$ cat config.mk
export PLATFORM = sky130hd
export DESIGN_NAME = idecode_ctrl
export DESIGN_NICKNAME = d
export VERILOG_FILES = /design/src/rtl/idecode_ctrl.sv
export SDC_FILE = /design/constraint.sdc
export NUM_CORES = 1
export LEC_CHECK = 0
export BUFFER_PORTS_ARGS = -buffer_cell sky130_fd_sc_hd__buf_2
export CELL_PAD_IN_SITES_DETAIL_PLACEMENT = 0
export CELL_PAD_IN_SITES_GLOBAL_PLACEMENT = 1
export CORE_MARGIN = 2
export CORE_UTILIZATION = 35
export DETAILED_ROUTE_END_ITERATION = 16
export MAX_ROUTING_LAYER = met4
export PLACE_DENSITY = 0.88
export SKIP_CTS_REPAIR_TIMING = 1
export SYNTH_ARGS = -nofsm -noshare
export SYNTH_HDL_FRONTEND = slang
export SYNTH_SLANG_ARGS = --single-unit
$ cat constraint.sdc
create_clock -name clk -period 2.5 [get_ports clk]
set_input_delay 0.125 -clock clk [delete_from_list [all_inputs] [get_ports clk]]
set_output_delay 0.125 -clock clk [all_outputs]
set_load 0.01 [all_outputs]
$ cat src/rtl/idecode_ctrl.sv
// RV32I decode/control stage: captures each toggled fetch word, drives pcmux/imm back to fetch.
// Latency 1 clk idata->valid; control transfers squash SHADOW shadow words, zero/illegal words halt.
module idecode_ctrl #(
  parameter int unsigned SHADOW       = 1,
  parameter bit          HALT_ON_ZERO = 1'b1
) (
  input  logic        clk,
  input  logic        rst,
  input  logic [31:0] idata,
  input  logic        new_in,
  input  logic [31:0] pc_in,
  output logic [1:0]  pcmux,
  output logic [31:0] imm,
  output logic [4:0]  rs1,
  output logic [4:0]  rs2,
  output logic [4:0]  rd,
  output logic [2:0]  funct3,
  output logic [3:0]  alu_op,
  output logic        reg_we,
  output logic        mem_re,
  output logic        mem_we,
  output logic [1:0]  wb_sel,
  output logic [31:0] pc_q,
  output logic        valid,
  output logic        illegal,
  output logic        halted
);

  typedef enum logic [1:0] {RUN, SQUASH, HALT} state_e;

  localparam logic [6:0] OP_R = 7'h33, OP_IMM = 7'h13, OP_LOAD = 7'h03, OP_STORE = 7'h23;
  localparam logic [6:0] OP_BR = 7'h63, OP_JAL = 7'h6F, OP_JALR = 7'h67, OP_LUI = 7'h37;
  localparam logic [6:0] OP_AUIPC = 7'h17;
  localparam logic [3:0] ALU_ADD = 4'd0, ALU_SUB = 4'd1, ALU_PASSB = 4'd10;
  localparam logic [1:0] WB_ALU = 2'd0, WB_MEM = 2'd1, WB_PC = 2'd2, PC_SEQ = 2'd3;
  localparam logic [1:0] SHADOW_CNT = 2'(SHADOW);

  function automatic logic [3:0] alu_sel(input logic [2:0] f, input logic alt);
    case (f)
      3'd0:    alu_sel = alt ? ALU_SUB : ALU_ADD;
      3'd1:    alu_sel = 4'd2;
      3'd2:    alu_sel = 4'd3;
      3'd3:    alu_sel = 4'd4;
      3'd4:    alu_sel = 4'd5;
      3'd5:    alu_sel = alt ? 4'd7 : 4'd6;
      3'd6:    alu_sel = 4'd8;
      default: alu_sel = 4'd9;
    endcase
  endfunction

  state_e      state_q, state_d;
  logic [1:0]  cnt_q, cnt_d;
  logic        new_q;
  logic        tog;
  logic [1:0]  pcmux_q, pcmux_d, wb_sel_q, wb_sel_d;
  logic [31:0] imm_q, imm_d, pc_lat_q, pc_lat_d;
  logic [4:0]  rs1_q, rs1_d, rs2_q, rs2_d, rd_q, rd_d;
  logic [2:0]  funct3_q, funct3_d;
  logic [3:0]  alu_q, alu_d;
  logic        reg_we_q, reg_we_d, mem_re_q, mem_re_d, mem_we_q, mem_we_d;
  logic        valid_q, valid_d, illegal_q, illegal_d, halted_q, halted_d;

  logic [6:0]  opc, f7;
  logic [2:0]  f3;
  logic [31:0] imm_i, imm_s, imm_b, imm_u, imm_j;
  logic        dec_ok, dec_wr, dec_re, dec_we;
  logic [31:0] dec_imm;
  logic [3:0]  dec_alu;
  logic [1:0]  dec_pcmux, dec_wb;

  assign tog   = new_in ^ new_q;
  assign opc   = idata[6:0];
  assign f3    = idata[14:12];
  assign f7    = idata[31:25];
  assign imm_i = {{20{idata[31]}}, idata[31:20]};
  assign imm_s = {{20{idata[31]}}, idata[31:25], idata[11:7]};
  assign imm_b = {{19{idata[31]}}, idata[31], idata[7], idata[30:25], idata[11:8], 1'b0};
  assign imm_u = {idata[31:12], 12'h000};
  assign imm_j = {{11{idata[31]}}, idata[31], idata[19:12], idata[20], idata[30:21], 1'b0};

  always_comb begin
    dec_ok    = 1'b1;
    dec_imm   = imm_i;
    dec_alu   = ALU_ADD;
    dec_pcmux = PC_SEQ;
    dec_wr    = 1'b0;
    dec_re    = 1'b0;
    dec_we    = 1'b0;
    dec_wb    = WB_ALU;
    case (opc)
      OP_R: begin
        dec_wr  = 1'b1;
        dec_alu = alu_sel(f3, idata[30]);
        dec_ok  = (f7 == 7'h00) || (f7 == 7'h20 && (f3 == 3'd0 || f3 == 3'd5));
      end
      OP_IMM: begin
        dec_wr  = 1'b1;
        dec_alu = alu_sel(f3, (f3 == 3'd5) && idata[30]);
        if (f3 == 3'd1)      dec_ok = (f7 == 7'h00);
        else if (f3 == 3'd5) dec_ok = (f7 == 7'h00) || (f7 == 7'h20);
      end
      OP_LOAD: begin
        dec_wr = 1'b1;
        dec_re = 1'b1;
        dec_wb = WB_MEM;
        dec_ok = (f3 != 3'd3) && (f3 != 3'd6) && (f3 != 3'd7);
      end
      OP_STORE: begin
        dec_we  = 1'b1;
        dec_imm = imm_s;
        dec_ok  = (f3 <= 3'd2);
      end
      OP_BR: begin
        dec_imm   = imm_b;
        dec_alu   = ALU_SUB;
        dec_pcmux = 2'd2;
        dec_ok    = (f3 != 3'd2) && (f3 != 3'd3);
      end
      OP_JAL: begin
        dec_imm   = imm_j;
        dec_pcmux = 2'd1;
        dec_wr    = 1'b1;
        dec_wb    = WB_PC;
      end
      OP_JALR: begin
        dec_pcmux = 2'd0;
        dec_wr    = 1'b1;
        dec_wb    = WB_PC;
        dec_ok    = (f3 == 3'd0);
      end
      OP_LUI: begin
        dec_imm = imm_u;
        dec_alu = ALU_PASSB;
        dec_wr  = 1'b1;
      end
      OP_AUIPC: begin
        dec_imm = imm_u;
        dec_wr  = 1'b1;
      end
      default: dec_ok = 1'b0;
    endcase
  end

  // Strobes/enables default low and pcmux to sequential; decode fields hold unless a word issues.
  always_comb begin
    state_d   = state_q;
    cnt_d     = cnt_q;
    pcmux_d   = PC_SEQ;
    valid_d   = 1'b0;
    illegal_d = 1'b0;
    reg_we_d  = 1'b0;
    mem_re_d  = 1'b0;
    mem_we_d  = 1'b0;
    imm_d     = imm_q;
    rs1_d     = rs1_q;
    rs2_d     = rs2_q;
    rd_d      = rd_q;
    funct3_d  = funct3_q;
    alu_d     = alu_q;
    wb_sel_d  = wb_sel_q;
    pc_lat_d  = pc_lat_q;
    case (state_q)
      RUN: begin
        if (tog) begin
          if (HALT_ON_ZERO && idata == 32'h0) begin
            state_d = HALT;
          end else if (!dec_ok) begin
            illegal_d = 1'b1;
            state_d   = HALT;
          end else begin
            valid_d  = 1'b1;
            pcmux_d  = dec_pcmux;
            reg_we_d = dec_wr && (idata[11:7] != 5'd0);
            mem_re_d = dec_re;
            mem_we_d = dec_we;
            imm_d    = dec_imm;
            rs1_d    = idata[19:15];
            rs2_d    = idata[24:20];
            rd_d     = idata[11:7];
            funct3_d = f3;
            alu_d    = dec_alu;
            wb_sel_d = dec_wb;
            pc_lat_d = pc_in;
            if (dec_pcmux != PC_SEQ && SHADOW != 0) begin
              state_d = SQUASH;
              cnt_d   = SHADOW_CNT;
            end
          end
        end
      end
      SQUASH: begin
        if (tog) begin
          if (cnt_q <= 2'd1) begin
            cnt_d   = 2'd0;
            state_d = RUN;
          end else begin
            cnt_d = cnt_q - 2'd1;
          end
        end
      end
      default: ;
    endcase
    halted_d = (state_d == HALT);
  end

  always_ff @(posedge clk) begin
    new_q <= new_in;
    if (rst) begin
      state_q   <= RUN;
      cnt_q     <= 2'd0;
      pcmux_q   <= PC_SEQ;
      imm_q     <= 32'h0;
      rs1_q     <= 5'd0;
      rs2_q     <= 5'd0;
      rd_q      <= 5'd0;
      funct3_q  <= 3'd0;
      alu_q     <= ALU_ADD;
      wb_sel_q  <= WB_ALU;
      pc_lat_q  <= 32'h0;
      reg_we_q  <= 1'b0;
      mem_re_q  <= 1'b0;
      mem_we_q  <= 1'b0;
      valid_q   <= 1'b0;
      illegal_q <= 1'b0;
      halted_q  <= 1'b0;
    end else begin
      state_q   <= state_d;
      cnt_q     <= cnt_d;
      pcmux_q   <= pcmux_d;
      imm_q     <= imm_d;
      rs1_q     <= rs1_d;
      rs2_q     <= rs2_d;
      rd_q      <= rd_d;
      funct3_q  <= funct3_d;
      alu_q     <= alu_d;
      wb_sel_q  <= wb_sel_d;
      pc_lat_q  <= pc_lat_d;
      reg_we_q  <= reg_we_d;
      mem_re_q  <= mem_re_d;
      mem_we_q  <= mem_we_d;
      valid_q   <= valid_d;
      illegal_q <= illegal_d;
      halted_q  <= halted_d;
    end
  end

  assign pcmux   = pcmux_q;
  assign imm     = imm_q;
  assign rs1     = rs1_q;
  assign rs2     = rs2_q;
  assign rd      = rd_q;
  assign funct3  = funct3_q;
  assign alu_op  = alu_q;
  assign reg_we  = reg_we_q;
  assign mem_re  = mem_re_q;
  assign mem_we  = mem_we_q;
  assign wb_sel  = wb_sel_q;
  assign pc_q    = pc_lat_q;
  assign valid   = valid_q;
  assign illegal = illegal_q;
  assign halted  = halted_q;

endmodule

==> summary.txt, run 1 <==
Critical path
  – CP Capture Point: wb_sel[0]
  – Crit path DAT: 2350 ps
  – Startpoint Class: primary input
  – Crit. path cell count: 9
  – CP Cell Sequence: dlygate4sd3_1 -> buf_2 -> xor2_1 -> nand2_1 -> nor3_1 -> nand2_4 -> inv_2 -> buf_4 -> a32o_1
  – Delay-heaviest family, CP: buffers and inverters
  – Worst path slowest cell: dlygate4sd3_1
  – CP max stage delay: 530 ps
  – Buf/Inv on CP: 4
  – Worst R2R Start: new_q
  – CP startpoint: new_in
  – Worst reg2reg path depth: 7
  – Worst setup path class: primary input to flop
  – Crit. End Element: flop
  – Reg2Reg Setup Slack: 510 ps
  – Req. time, crit path: roughly 2800 ps
  – CP Max Fanout: 30
  – Critical R2R Capture: wb_sel[0]

Yosys
  – Main synth FF type: dfxtp_1
  – Net Count, Synth: approximately 420
  – Async SR Flop Fraction: 0
  – Syn Inst Count: 350
  – Seq/Total Area, Yosys: 0.541
  – Synth unique cells: between 40 and 50
  – Synthesis-stage register bit count: 101
  – Syn_area_per_cell: 10.7 um2
  – Post-Syn Area: around 3700 um2
  – Post-synth EDFFs: 0
  – Synth Warn #: 0

Floorplanning
  – Top Ports: 163
  – # rows: 37
  – Core Box Area: 10300 um2
  – Die Ht: 107 um
  – Initial Utilization: 0.362
  – Die ar.: 11500 um2
  – Die span in x: 107 um

Timing
  – Period utilisation layout: 0.819
  – # setup viols final: 0
  – Worst slew margin: 0.682
  – Peak Freq: 488 MHz
  – Crit path time final: 2050 ps
  – Max Slew Vio Count: 0
  – RSZ-0062 raised after global routing: false
  – Clock Skew: between 10 and 15 ps
  – Actual slew at the worst max-slew pin: 474 ps
  – TNS Setup: 0 ps
  – Final hold vios: 0

Routing
  – DR WL/cell: 17.1 um
  – Pre-antenna DRT Iters: 4
  – DRC errors left: 0
  – Starting DRT DRC Count: 268
  – Vias/cell: 5.22
  – Routed WL: 11.6 mm
  – Post-route antenna net violation count: 0
  – Vias: 3526

Layout
  – Layout Nets: 601
  – P&R area growth vs syn: 38.0%
  – Final cell count without fillers: 675
  – Layout cells sized above 1: 0.360
  – Antenna Cells: 0

Global route
  – Initial antenna violation count: 0
  – First-pass GRT wire length: 17.0 mm
  – Grt total ovfl: 0
  – Vias in the first global route: 3165
  – Gr usage total: 0.194
  – Largest net degree at the start of global routing: 58

Placed design
  – RePlAce Congestion: ~0.94
  – Placed Cells incl. Taps: 628
  – Detailed Place HPWL: 7.94 mm
  – Port Buf Inserts: around 160

Job
  – Max cap viols: 0

Clocking
  – Total clock sinks: about 100
  – Max clock buf depth: 2
  – CTS Buf Count: 9
  – Worst-Skew Late Latency: ~370 ps
  – Clock transition at path regs: ~100 ps
  – CTS tree: yes
  – Clk root buf: clkbuf_8
  – H-Tree Depth: 3

Power
  – Worst VDD drop: 0.353 mV
  – PD cells: about 600 nW/um2
  – Pleak: 2.39 nW

Run status
  – Outcome: finished, final reports clean

Min path
  – Hold WC Path Type: primary input to flop
[metal layers]
layer | vias up | routed length [um] | share of wire | global-route usage
li1 | 1704 | - | - | -
met3 | 12 | 708 | 0.061 | 0.0321
met5 | - | 0 | 0 | -
met2 | 145 | 5470 | 0.47 | 0.293
met4 | 0 | 159 | 0.014 | 0.0714
met1 | 1665 | 5230 | 0.45 | 0.261
[cells in the mapped netlist (all sizes together) (2+ instances only)]
master,number,area [um2]
dfxtp,101,2020
nor2,14,52.6
and3,5,31.3
nor4,5,31.3
nand4,4,25.0
nand2,10,45.0
and4,2,17.5
a22o,55,482
a32o,8,80.1
buf,24,171
nand2b,3,18.8
nor3,5,30.0
nand3,6,30.0
o21ai,14,70.1
inv,7,26.3
a211oi,3,22.5
o2bb2ai,25,219
clkbuf,8,30.0
a21oi,31,159
and2,2,12.5
nor2b,4,25.0
or4,2,15.0
[cell type report]
cell class | count | area, um2
Fill cell | 950 | 5170
Sequential cell | 101 | 2020
Multi-Input combinational cell | 210 | 1490
Timing Repair Buffer | 205 | 1240
Tap cell | 136 | 170
Clock buffer | 10 | 128
Clock inverter | 6 | 80.1
Inverter | 7 | 26.3
[worst min path at each step]
stage,endpoint,cells past startpoint,start,slack [ps]
6_report,pc_q[11],2,pc_in[11],4
5_1_grt,pc_q[11],2,pc_in[11],4
4_1_cts,new_q,1,new_in,-130
3_5_place_dp,new_q,1,new_in,270
3_3_place_gp,new_q,1,new_in,260
2_1_floorplan,new_q,0,new_in,150
[power by group]
group	total [mW]	switching, mW	internal [mW]
sequential	1.64	0.00969	1.63
combinational	0.290	0.160	0.130
clock	1.09	0.606	0.481
total	3.02	0.776	2.24
[cell usage in the layout (no fill, tap or decap), types with 4 or more instances in the layout]
cell / Yosys / routed
inv_1: 6 / 6
o2bb2ai_1: 25 / 25
nor4_1: 5 / 5
clkbuf_8: 0 / 9
buf_4: 1 / 10
nand2_1: 9 / 9
nand3_1: 6 / 6
nor3_1: 4 / 4
buf_2: 14 / 162
o21ai_0: 12 / 12
nand4_1: 4 / 4
nor2_1: 14 / 14
dlygate4sd3_1: 0 / 31
a21oi_1: 30 / 30
a32o_1: 8 / 8
dfxtp_1: 101 / 101
a22o_1: 55 / 55
nor2b_1: 4 / 4
and3_1: 5 / 5
[sequential cells by signal (all words and copies together), names as in the netlist]
name and cells:
halted 1, funct3 3, new_q 1, rs1 5, mem_re 1, pc_q 32, valid 1, illegal 1
wb_sel 2, state_q 2, mem_we 1, imm 32, reg_we 1, rd 5, cnt_q 2, alu_op 4
pcmux 2, rs2 5
[logic make-up after synthesis]
logic type,Yosys count,share of synthesized area
compound gates,144,0.299
xor+xnor,1,0.00235
buf+inv,39,0.0610
flops,101,0.541
mux,1,0.00268
simple gates,64,0.0935
[worst register-to-register path, stage by stage, from the launching register on]
cell and delay, ps:
dfxtp_1 350, xor2_1 190, nand2_1 180, nor3_1 420, nand2_4 150, inv_2 110
buf_4 320, a32o_1 210
[per-stage QoR]
step	cell area [um2]	util	hold slack (ps)	setup slack, ps	power [mW]
finish	5150	0.499	3.52	452	3.02
floorplan	3730	-	153	648	1.80
detailed placement	4640	0.449	266	133	1.92
global route	5150	0.499	4.24	310	3.12
global placement	4640	0.449	257	218	1.92
CTS	4840	0.469	-130	489	3.00
No activity file was read; power rests on OpenSTA's default activity.
==> run 2, diff against run 1 <==
--- a/config.mk
+++ b/config.mk
@@ -5,14 +5,15 @@
 export SDC_FILE = /design/constraint.sdc
 export NUM_CORES = 1
 export LEC_CHECK = 0
+export ABC_AREA = 1
 export BUFFER_PORTS_ARGS = -buffer_cell sky130_fd_sc_hd__buf_2
 export CELL_PAD_IN_SITES_DETAIL_PLACEMENT = 0
 export CELL_PAD_IN_SITES_GLOBAL_PLACEMENT = 1
 export CORE_MARGIN = 2
-export CORE_UTILIZATION = 35
+export CORE_UTILIZATION = 31
 export DETAILED_ROUTE_END_ITERATION = 16
 export MAX_ROUTING_LAYER = met4
-export PLACE_DENSITY = 0.88
+export PLACE_DENSITY = 0.86
 export SKIP_CTS_REPAIR_TIMING = 1
 export SYNTH_ARGS = -nofsm -noshare
 export SYNTH_HDL_FRONTEND = slang
==> constraint.sdc (replaced) <==
create_clock -name clk -period 1.7 [get_ports clk]
set_input_delay 0.085 -clock clk [delete_from_list [all_inputs] [get_ports clk]]
set_output_delay 0.085 -clock clk [all_outputs]
set_load 0.01 [all_outputs]
==> run 2 against run 1 <==
  * Worst hold slack better by 13 ps
  * Global-route usage down 2.0 points
  * Highest routed layer unchanged
  * Critical endpoint is now imm[1]
  * Critical path type is now flop to flop
  * Clock power up 79%
==> summary.txt, run 2 <==
Run status
  – Outcome: finished, final reports clean

Clocking
  – Max clock buf depth: 2
  – H-Tree Depth: 3
  – Clk root buf: clkbuf_16
  – CTS Buf Count: 9
  – Worst-Skew Late Latency: 350 ps
  – Clock transition at path regs: 70 ps
  – CTS tree: yes
  – Total clock sinks: between 100 and 150

Layout
  – P&R area growth vs syn: 38.9%
  – Final cell count without fillers: 960
  – Layout Nets: 846
  – Layout cells sized above 1: 0.272
  – Fillcell total: about 1400
  – Multi-input gate area: roughly 1800 um2
  – Most frequent cells in the layout: 162 x nand2_1, 162 x buf_2, 101 x dfxtp_1
  – Reg area: 2020 um2

Critical path
  – Delay-heaviest family, CP: simple AND/OR/NAND/NOR gates
  – Reg2Reg Setup Slack: 190 ps
  – CP max stage delay: 300 ps
  – Req. time, crit path: 1950 ps
  – Crit. End Element: flop
  – Crit path DAT: 1760 ps
  – CP Max Fanout: 48
  – Worst path slowest cell: dfxtp_1
  – Buf/Inv on CP: 3
  – CP Cell Sequence: or2_2 -> nand2_1 -> inv_1 -> nand2_1 -> inv_1 -> nand2_2 -> buf_12 -> nand2_1 -> nand2_1 -> nor2_1
  – Startpoint Class: flop
  – Worst R2R Start: new_q
  – CP startpoint: new_q
  – Worst setup path class: flop to flop
  – Cell mode on critical path: nand2_1

Yosys
  – Top cells by count, synth: 162 x nand2_1, 101 x dfxtp_1, 99 x nand3_1
  – Yosys top cell area share: 0.475
  – Synth Warn #: 0
  – Synthesis-stage register bit count: 101
  – Main synth FF type: dfxtp_1
  – Synth unique cells: 31
  – Syn Inst Count: 581
  – Syn_area_per_cell: 7.33 um2
  – Post-synth EDFFs: 0
  – Net Count, Synth: 648
  – Async SR Flop Fraction: 0
  – Post-Syn Area: roughly 4300 um2
  – Count leader, synth: nand2_1
  – Top cells by area, synth: dfxtp_1 48%, nand2_1 14%, nand3_1 12%
  – Seq/Total Area, Yosys: 0.475
  – Top cell type by total area after synthesis: dfxtp_1

Timing
  – RSZ-0062 raised after global routing: false
  – Final hold vios: 0
  – Final setup margin: 186 ps
  – Actual slew at the worst max-slew pin: 379 ps
  – Clock Skew: 6.75 ps
  – Hold slack: 16.6 ps
  – Period utilisation layout: 0.891
  – # setup viols final: 0
  – Peak Freq: 661 MHz
  – Worst slew margin: 0.745
  – TNS Setup: 0 ps
  – Crit path time final: around 1500 ps
  – Max Slew Vio Count: 0

Routing
  – Starting DRT DRC Count: around 230
  – Pre-antenna DRT Iters: 5
  – Vias: between 4000 and 5000
  – Routed WL: 13.1 mm
  – DRC errors left: 0
  – DR WL/cell: 13.7 um
  – Vias/cell: ~4.6
  – Post-route antenna net violation count: 0

Floorplanning
  – Initial Utilization: 0.319
  – Die ar.: 14700 um2
  – Die Ht: 121 um
  – Top Ports: around 160
  – Die span in x: 121 um
  – # rows: 42
  – Core Box Area: 13300 um2

Power
  – Tot Pwr: 4.84 mW
  – Pleak: 3.09 nW
  – PD cells: 818 nW/um2
  – Worst VDD drop: ~0.56 mV

Placed design
  – Setup WS pre-CTS: 16.0 ps
  – Port Buf Inserts: 162
  – Detailed Place HPWL: 9.21 mm
  – RePlAce Congestion: 0.871
  – Placed Cells incl. Taps: 905

Global route
  – Grt total ovfl: 0
  – Vias in the first global route: just under 4000
  – First-pass GRT wire length: 19.4 mm
  – Initial antenna violation count: 1
  – Gr usage total: 0.173
  – Largest net degree at the start of global routing: 78

Min path
  – Hold WC Path Type: primary input to flop
  – Worst Hold Launch: idata[19]

Job
  – Max cap viols: 0
-- run 2: changes by cell type after synthesis, moves of 8 or more --
cell	previous run	this run
o21ai_1	2	23
nand2_1	9	162
a32o_1	8	0
o2bb2ai_1	25	0
inv_1	6	47
a22o_1	55	0
nor2_1	14	42
nand3_1	6	99
buf_2	14	2
a21oi_1	30	19
-- run 2: worst paths after layout --
| kind | cells past startpoint | end |
|---|---|---|
| setup / recovery | 10 | imm[1] |
| hold / removal | 3 | rs1[4] |
| setup reg to reg | 10 | imm[1] |
| hold reg to reg | 2 | imm[24] |
-- run 2: area by class of cell --
type | instances | share of cell area
inverter | 52 | 0.0334
clock inverter | 1 | 0.000846
clock buffer | 14 | 0.0463
antenna | 1 | 0.000423
tap | 176 | 0.0372
sequential | 101 | 0.342
timing repair buffer | 218 | 0.233
multi-input combinational | 397 | 0.307
-- run 2: worst min-delay path: cells and delay by family --
family | cells | cell delay [ps]
compound gates | 1 | 120
buf+inv | 2 | 130
-- run 2: routing by layer --
metal  up-vias  track usage  wire length (um)
met5         -            -                 0
met4         0       0.0532               223
met3        19       0.0512               802
met2       148        0.267              6150
met1      1984        0.221              5950
li1       2277            -                 -
-- run 2: logic make-up (layout without fill, tap and decap cells) --
family          count (synthesis)  in the layout  synth area share
buf+inv                        83            285            0.0991
simple gates                  326            326             0.337
compound gates                 71             71            0.0891
other cells                     0              1                 0
flops                         101            101             0.475
-- run 2: report_power, final --
group / switching, mW / internal, mW / total, mW
Sequential: 0.0171 / 2.40 / 2.42
Combinational: 0.266 / 0.206 / 0.472
Clock: 0.844 / 1.10 / 1.95
-- run 2: stage by stage --
stage	instance area, um2	utilization
after floorplan	4260	-
after global placement	5240	0.393
after detailed placement	5240	0.393
after CTS	5520	0.414
after global routing	5910	0.443
final	5910	0.443
